===== config.mk =====
export PLATFORM = sky130hd
export DESIGN_NAME = instr_fetch_stage
export DESIGN_NICKNAME = d
export VERILOG_FILES = /design/src/rtl/instr_fetch_stage.sv
export SDC_FILE = /design/constraint.sdc
export NUM_CORES = 1
export LEC_CHECK = 0
export CORE_ASPECT_RATIO = 1.5
export CORE_MARGIN = 4
export CORE_UTILIZATION = 45
export CTS_CLUSTER_SIZE = 8
export DETAILED_ROUTE_END_ITERATION = 16
export DONT_BUFFER_PORTS = 1
export GPL_ROUTABILITY_DRIVEN = 1
export PLACE_DENSITY = 0.7
export SYNTH_ARGS = -nofsm -noshare
export SYNTH_HDL_FRONTEND = slang
export SYNTH_SLANG_ARGS = --single-unit

===== constraint.sdc =====
create_clock -name clk -period 7.7 [get_ports clk]
set_input_delay 0.385 -clock clk [delete_from_list [all_inputs] [get_ports clk]]
set_output_delay 0.385 -clock clk [all_outputs]
set_load 0.01 [all_outputs]

===== src/rtl/instr_fetch_stage.sv =====
// rtl/instr_fetch_stage.sv - fetch stage with PC, imem handshake, skid buffer and IF/ID register
module instr_fetch_stage #(
  parameter int                XLEN      = 32,
  parameter logic [XLEN-1:0]   RESET_PC  = '0,
  parameter logic [31:0]       NOP_INSTR = 32'h0000_0013
) (
  input  logic            clk,
  input  logic            rst,
  output logic            imem_req,
  output logic [XLEN-1:0] imem_addr,
  input  logic            imem_ready,
  input  logic [31:0]     imem_rdata,
  input  logic            stall_d,
  input  logic            PCSrc,
  input  logic [XLEN-1:0] PCTarget,
  output logic [31:0]     InstrD,
  output logic [XLEN-1:0] PCD,
  output logic [XLEN-1:0] PCPlus4D,
  output logic            valid_d,
  output logic [6:0]      Op,
  output logic [2:0]      funct3,
  output logic [6:0]      funct7,
  output logic [31:0]     instr_count
);

  typedef enum logic [0:0] {
    S_FETCH = 1'b0,
    S_HOLD  = 1'b1
  } state_t;

  state_t            state_q, state_d;
  logic [XLEN-1:0]   pc_q, pc_d;
  logic [31:0]       instr_q, instr_d;
  logic [XLEN-1:0]   pcd_q, pcd_d;
  logic [XLEN-1:0]   pcp4_q, pcp4_d;
  logic              dvalid_q, dvalid_d;
  logic [31:0]       count_q, count_d;
  logic [31:0]       skid_instr_q, skid_instr_d;
  logic [XLEN-1:0]   skid_pc_q, skid_pc_d;

  logic              slot_free;
  logic              fire;
  logic [XLEN-1:0]   pc_plus4;
  logic [XLEN-1:0]   skid_pc_plus4;
  logic              unused_target_bits;

  assign unused_target_bits = ^PCTarget[1:0];

  // Request is a pure function of state (and reset), never of imem_ready.
  assign imem_req      = (state_q == S_FETCH) && !rst;
  assign imem_addr     = pc_q;
  assign fire          = imem_req && imem_ready;
  assign slot_free     = !dvalid_q || !stall_d;
  assign pc_plus4      = pc_q + XLEN'(4);
  assign skid_pc_plus4 = skid_pc_q + XLEN'(4);

  always_comb begin
    state_d      = state_q;
    pc_d         = pc_q;
    instr_d      = instr_q;
    pcd_d        = pcd_q;
    pcp4_d       = pcp4_q;
    dvalid_d     = dvalid_q;
    count_d      = count_q;
    skid_instr_d = skid_instr_q;
    skid_pc_d    = skid_pc_q;

    if (PCSrc) begin
      // Redirect beats everything: drop the returning word and any skid contents.
      pc_d     = {PCTarget[XLEN-1:2], 2'b00};
      instr_d  = NOP_INSTR;
      dvalid_d = 1'b0;
      state_d  = S_FETCH;
    end else begin
      if (dvalid_q && !stall_d) begin
        dvalid_d = 1'b0;
      end
      case (state_q)
        S_FETCH: begin
          if (fire) begin
            pc_d = pc_plus4;
            if (slot_free) begin
              instr_d  = imem_rdata;
              pcd_d    = pc_q;
              pcp4_d   = pc_plus4;
              dvalid_d = 1'b1;
              count_d  = count_q + 32'd1;
            end else begin
              skid_instr_d = imem_rdata;
              skid_pc_d    = pc_q;
              state_d      = S_HOLD;
            end
          end
        end
        S_HOLD: begin
          if (slot_free) begin
            instr_d  = skid_instr_q;
            pcd_d    = skid_pc_q;
            pcp4_d   = skid_pc_plus4;
            dvalid_d = 1'b1;
            count_d  = count_q + 32'd1;
            state_d  = S_FETCH;
          end
        end
        default: state_d = S_FETCH;
      endcase
    end
  end

  always_ff @(posedge clk or posedge rst) begin
    if (rst) begin
      state_q      <= S_FETCH;
      pc_q         <= RESET_PC;
      instr_q      <= NOP_INSTR;
      pcd_q        <= '0;
      pcp4_q       <= '0;
      dvalid_q     <= 1'b0;
      count_q      <= '0;
      skid_instr_q <= '0;
      skid_pc_q    <= '0;
    end else begin
      state_q      <= state_d;
      pc_q         <= pc_d;
      instr_q      <= instr_d;
      pcd_q        <= pcd_d;
      pcp4_q       <= pcp4_d;
      dvalid_q     <= dvalid_d;
      count_q      <= count_d;
      skid_instr_q <= skid_instr_d;
      skid_pc_q    <= skid_pc_d;
    end
  end

  assign InstrD      = instr_q;
  assign PCD         = pcd_q;
  assign PCPlus4D    = pcp4_q;
  assign valid_d     = dvalid_q;
  assign instr_count = count_q;

  assign Op     = instr_q[6:0];
  assign funct3 = instr_q[14:12];
  assign funct7 = instr_q[31:25];

endmodule


=== Word level (Yosys, flattened, before mapping) ===
Cells that the tools add are included.

* Register bits: 226
* Bits in latches: 0
* Bits in writable memories: 0
* Bits in read-only memories: 0
* Bits of input ports: 69
* Output and inout bits: 179
* Word-level logic and storage cells: 63
* Memories: 0

* Add/subtract/negate cells: 3
* Multipliers: 0
* Divide/modulo/power cells: 0
* Magnitude comparators: 0
* Eq/ne operators: 7
* Shift operators: 0
* Mux-type cells: 28
* Bitwise gates (word level): 3
* Reductions and logical operators: 13

{| class="wikitable"
|+ Operator list
! kind !! count
|-
| two-way mux 32 bit || 15
|-
| case mux 32 bit (2 select lines) || 4
|-
| adder 32 x 3 -> 32 bit, second input constant || 2
|-
| adder 32 x 1 -> 32 bit, second input constant || 1
|-
| AND reduction 4 bit || 2
|-
| two-way mux 1 bit || 7
|-
| inequality test 2 bit, second input constant || 3
|-
| inequality test 3 bit, second input constant || 2
|-
| case mux 1 bit (2 select lines) || 2
|-
| AND reduction 2 bit || 2
|-
| logical AND 1 bit || 3
|-
| zero test 1 bit || 3
|-
| inequality test 3 x 2 -> 1 bit, second input constant || 1
|-
| NOT 1 bit || 3
|-
| AND reduction 3 bit || 1
|-
| inequality test 2 x 1 -> 1 bit, second input constant || 1
|-
| nonzero test 2 bit || 1
|-
| logical OR 1 bit || 1
|}

=== Depth between registers and ports, before layout ===
* Depth after elaboration: 7
* Depth in mapped cells: 7
* Depth with buffers taken out: 6

=== Worst setup path after synthesis ===
No wires, ideal clock.

* Path type: reg2reg
* From: reg skid_pc_q[3]
* To: reg pcp4_q[30], in the netlist PCPlus4D[30]
* Setup time: 0.126 ns
* Arrival: 2.099 ns
* Data required time: 7.574 ns
* Path slack: 5.475 ns
* Stages on the path, launching flop included: 8
* Buffers on the path: 1
* Period minus slack after synthesis: 2.225 ns
* Path through: dfrtp_1 > ha_1 > nand2_1 > or4_1 > buf_2 > nor4_1 > xor2_1 > a221o_1

* Word-level cells in the longest chain between the ends: 3

{| class="wikitable"
|+ RTL lines
! item !! line !! source
|-
| start, declared || 39 || <nowiki>logic [XLEN-1:0] skid_pc_q, skid_pc_d;</nowiki>
|-
| start signal, assigned || 130 || <nowiki>skid_pc_q <= skid_pc_d;</nowiki>
|-
| adder 32 x 3 -> 32 bit || 55 || <nowiki>assign skid_pc_plus4 = skid_pc_q + XLEN'(4);</nowiki>
|-
| two-way mux 32 bit || 96 || <nowiki>if (slot_free) begin</nowiki>
|-
| case mux 32 bit (2 select lines) || 78 || <nowiki>case (state_q)</nowiki>
|-
| end signal, assigned || 126 || <nowiki>pcp4_q <= pcp4_d;</nowiki>
|-
| end, declared || 35 || <nowiki>logic [XLEN-1:0] pcp4_q, pcp4_d;</nowiki>
|}

No other way between the ends. The select of a mux whose other input is x is not followed.
A chain may end at the register's enable or synchronous reset.

=== Final worst setup path ===
* From: reg state_q
* To: reg pcp4_q[18], in the netlist PCPlus4D[18]

* Word-level cells in the longest chain between the ends: 5
* Elaborated cells on any way between the ends: 8
* Classes of those cells: eq/ne: 3; mux: 1; bitwise: 1; reduce/logical: 3

{| class="wikitable"
|+ RTL lines
! item !! line !! source
|-
| start, declared || 31 || <nowiki>state_t state_q, state_d;</nowiki>
|-
| start signal, assigned || 122 || <nowiki>state_q <= state_d;</nowiki>
|-
| NOT 1 bit (no line) || n/a ||
|-
| logical AND 1 bit || 50 || <nowiki>assign imem_req = (state_q == S_FETCH) && !rst;</nowiki>
|-
| logical AND 1 bit || 52 || <nowiki>assign fire = imem_req && imem_ready;</nowiki>
|-
| inequality test 2 bit (no line) || n/a ||
|-
| AND reduction 4 bit (no line) || n/a ||
|}

Parallel ways exist; a longest one is shown, timed or not.

==> reports/metrics.cfg <==
[run_status]
outcome=finished, final reports clean

[synthesis]
synth.cells.most_frequent=dfrtp_1 (215), nand2_1 (164), o21ai_0 (77), mux2i_1 (63), xnor2_1 (63)
syn_avg_cell_area_um2=10.2
synth_cells=1069
async_flop_share=1.00
yosysMostFrequentCell=dfrtp_1
synth_ff_type=dfrtp_1
yosysWarnings=0
synth_edf_count=0
synth_largest_area_cell=dfrtp_1
yosysSeqAreaShare=0.499
synth.distinct_cells=52
netlist.area_leader.share=0.492
syn-cell-area_um2=10900
ys_seq_elements=218
synthTopCellsByArea=dfrtp_1 (49%), mux2_2 (6.2%), mux2i_1 (5.8%)

[sta]
setup_violations=0
rsz0062_at_grt=false
worst_slack_ns=4.68
tns_ns=0
period_share=0.392
slew_headroom=0.263
final-hold-violation-count=0
worstMarginPinSlew_ns=1.10
fmax_mhz=331
skew_ns=0.0142
slew_viol_final=0
period_needed_ns=3.02

[clock_network]
numCtsBuffers=31
path_clk_slew_ns=0.05
clk_path_buf_depth=3
cts.htree.levels=1
cts_tree=built
cts_root_buf=clkbuf_16
ctsResizeCount=0
cts_num_sinks=218
worstSkewPairLatency_ns=0.54

[route]
drt_iter0_drc=539
firstDrtPassIters=5
ant_nets=0
wl_per_cell_um=21.7
drt_wl_total_um=30400
vias=8194
vias_per_cell=5.83
drcViolationCount=0

[critical_path]
r2r_start=state_q
end_kind=flip-flop
cp-startpoint=state_q
worstPathRequired_ns=8.09
ff2ff_setup_slack_ns=4.68
worstSetupEndpoint=PCPlus4D[18]
startpoint_type=flip-flop
reg2reg_to=PCPlus4D[18]
critPathKind=flip-flop to flip-flop
crit_fanout=63
reg2reg_depth=5
crit_arrival_ns=3.41

[floorplanning]
ioPinCount=248
dieWidth_um=135
die_y_um=199
start_util=0.459
die_area_um2=26900
rows=69
core_um2=23800

[layout]
areaGrowthSynthToFinish_pct=13.6
drive_above_1_share=0.111
final_cell_area_um2=12400
diodes=0
final_nets=1148

[min_path]
hold_path.class=input port to flip-flop

[global_route]
overflow=0
grt_pass1_wl_um=47600
grt_pass1_vias=8237
grtUsageTotal=0.223
antenna_found_initial=0
grt_max_degree=156

[placed_design]
gp_congestion=0.819
post-place-ws_ns=4.69
portBuffers=0
hpwl_um=20100
place_area_um2=10900

[run]
cap_violations=0

[pwr]
leakage_nw=5.06
power.density_nw_per_um2=247
vdd_ir_drop_max_v=0.000169

worst min path at each step:
stage	from	endpoint	slack (ns)	cells past startpoint
5_1_grt	PCSrc	InstrD[4]	0.05	2
3_3_place_gp	PCSrc	valid_d	0.47	1
6_report	PCSrc	InstrD[0]	0.05	2
4_1_cts	PCSrc	InstrD[0]	0.02	2
2_1_floorplan	skid_instr_q[0]	skid_instr_q[0]	0.47	1
3_5_place_dp	PCSrc	state_q	0.48	1
metrics by stage:
stage / cells / utilization / hold slack, ns / total power [mW]
3_5_place_dp: 1298 / 0.459 / 0.480 / 1.86
6_report: 1405 / 0.522 / 0.0464 / 3.07
4_1_cts: 1405 / 0.522 / 0.0177 / 3.10
3_3_place_gp: 1298 / 0.459 / 0.469 / 1.84
5_1_grt: 1405 / 0.522 / 0.0544 / 3.21
2_1_floorplan: 1074 / - / 0.472 / 1.75
area by class of cell:
| type | count | area [µm²] |
|---|---|---|
| Clock buffer | 42 | 817 |
| Clock inverter | 1 | 8.76 |
| Fill cell | 2107 | 11400 |
| Inverter | 9 | 41.3 |
| Multi-Input combinational cell | 746 | 4990 |
| Sequential cell | 218 | 5460 |
| Tap cell | 319 | 399 |
| Timing Repair Buffer | 70 | 703 |
worst max-delay path: stages (launching register included):
cell and delay, ns:
dfrtp_4 0.73, o21ai_4 0.91, buf_4 0.64, nor3_1 0.10, a221oi_1 0.28, o21ai_0 0.12
flip-flops by register name, summed over array words and instances, names as in the netlist:
name / flops
PCPlus4D: 30
skid_instr_q: 32
InstrD: 32
valid_d: 1
skid_pc_q: 30
state_q: 1
imem_addr: 30
PCD: 30
instr_count: 32
cell families (layout without fill, tap and decap cells):
group                    count (synthesis)  count (layout)  synth area share
AO/OA/AOI/OAI                          165             165            0.0951
XOR/XNOR                               100             100            0.0801
flip-flops                             218             218             0.499
multiplexers                           123             123             0.119
buffers and inverters                  110             122            0.0480
other                                    1               6          0.000343
AND/OR/NAND/NOR                        349             349             0.154
adder cells (fa/ha/maj)                  3               3           0.00343
repair_timing:
| action | 4_1_cts | 5_1_grt |
|---|---|---|
| setup buffers | 0 | 0 |
| hold endpoints to repair | 97 | 0 |
| hold buffers | 64 | 0 |
layout by cell type, fill, tap and decap left out, types with 34 or more instances in the layout:
cell	synthesis	routed
dfrtp_1	215	214
nand2_1	164	164
o21ai_0	77	77
xnor2_1	63	63
mux2i_1	63	63
dlygate4sd3_1	0	63
mux2_2	60	60
nand3_1	39	39
xor2_1	37	37
o31ai_1	34	34
power by group:
group / switching, mW / leakage [nW] / internal [mW] / total, mW
Sequential: 0.252 / 2.80 / 1.30 / 1.56
Clock: 0.476 / 0.399 / 0.720 / 1.20
Combinational: 0.158 / 1.86 / 0.159 / 0.317
routing by layer:
layer | GRT usage | vias to the layer above | share of wire
li1 | - | 3755 | -
met1 | 0.266 | 4033 | 0.38
met2 | 0.386 | 335 | 0.51
met3 | 0.0506 | 71 | 0.078
met4 | 0.0915 | 0 | 0.036
met5 | 0 | - | 0
(Power assumes the default switching activity.)
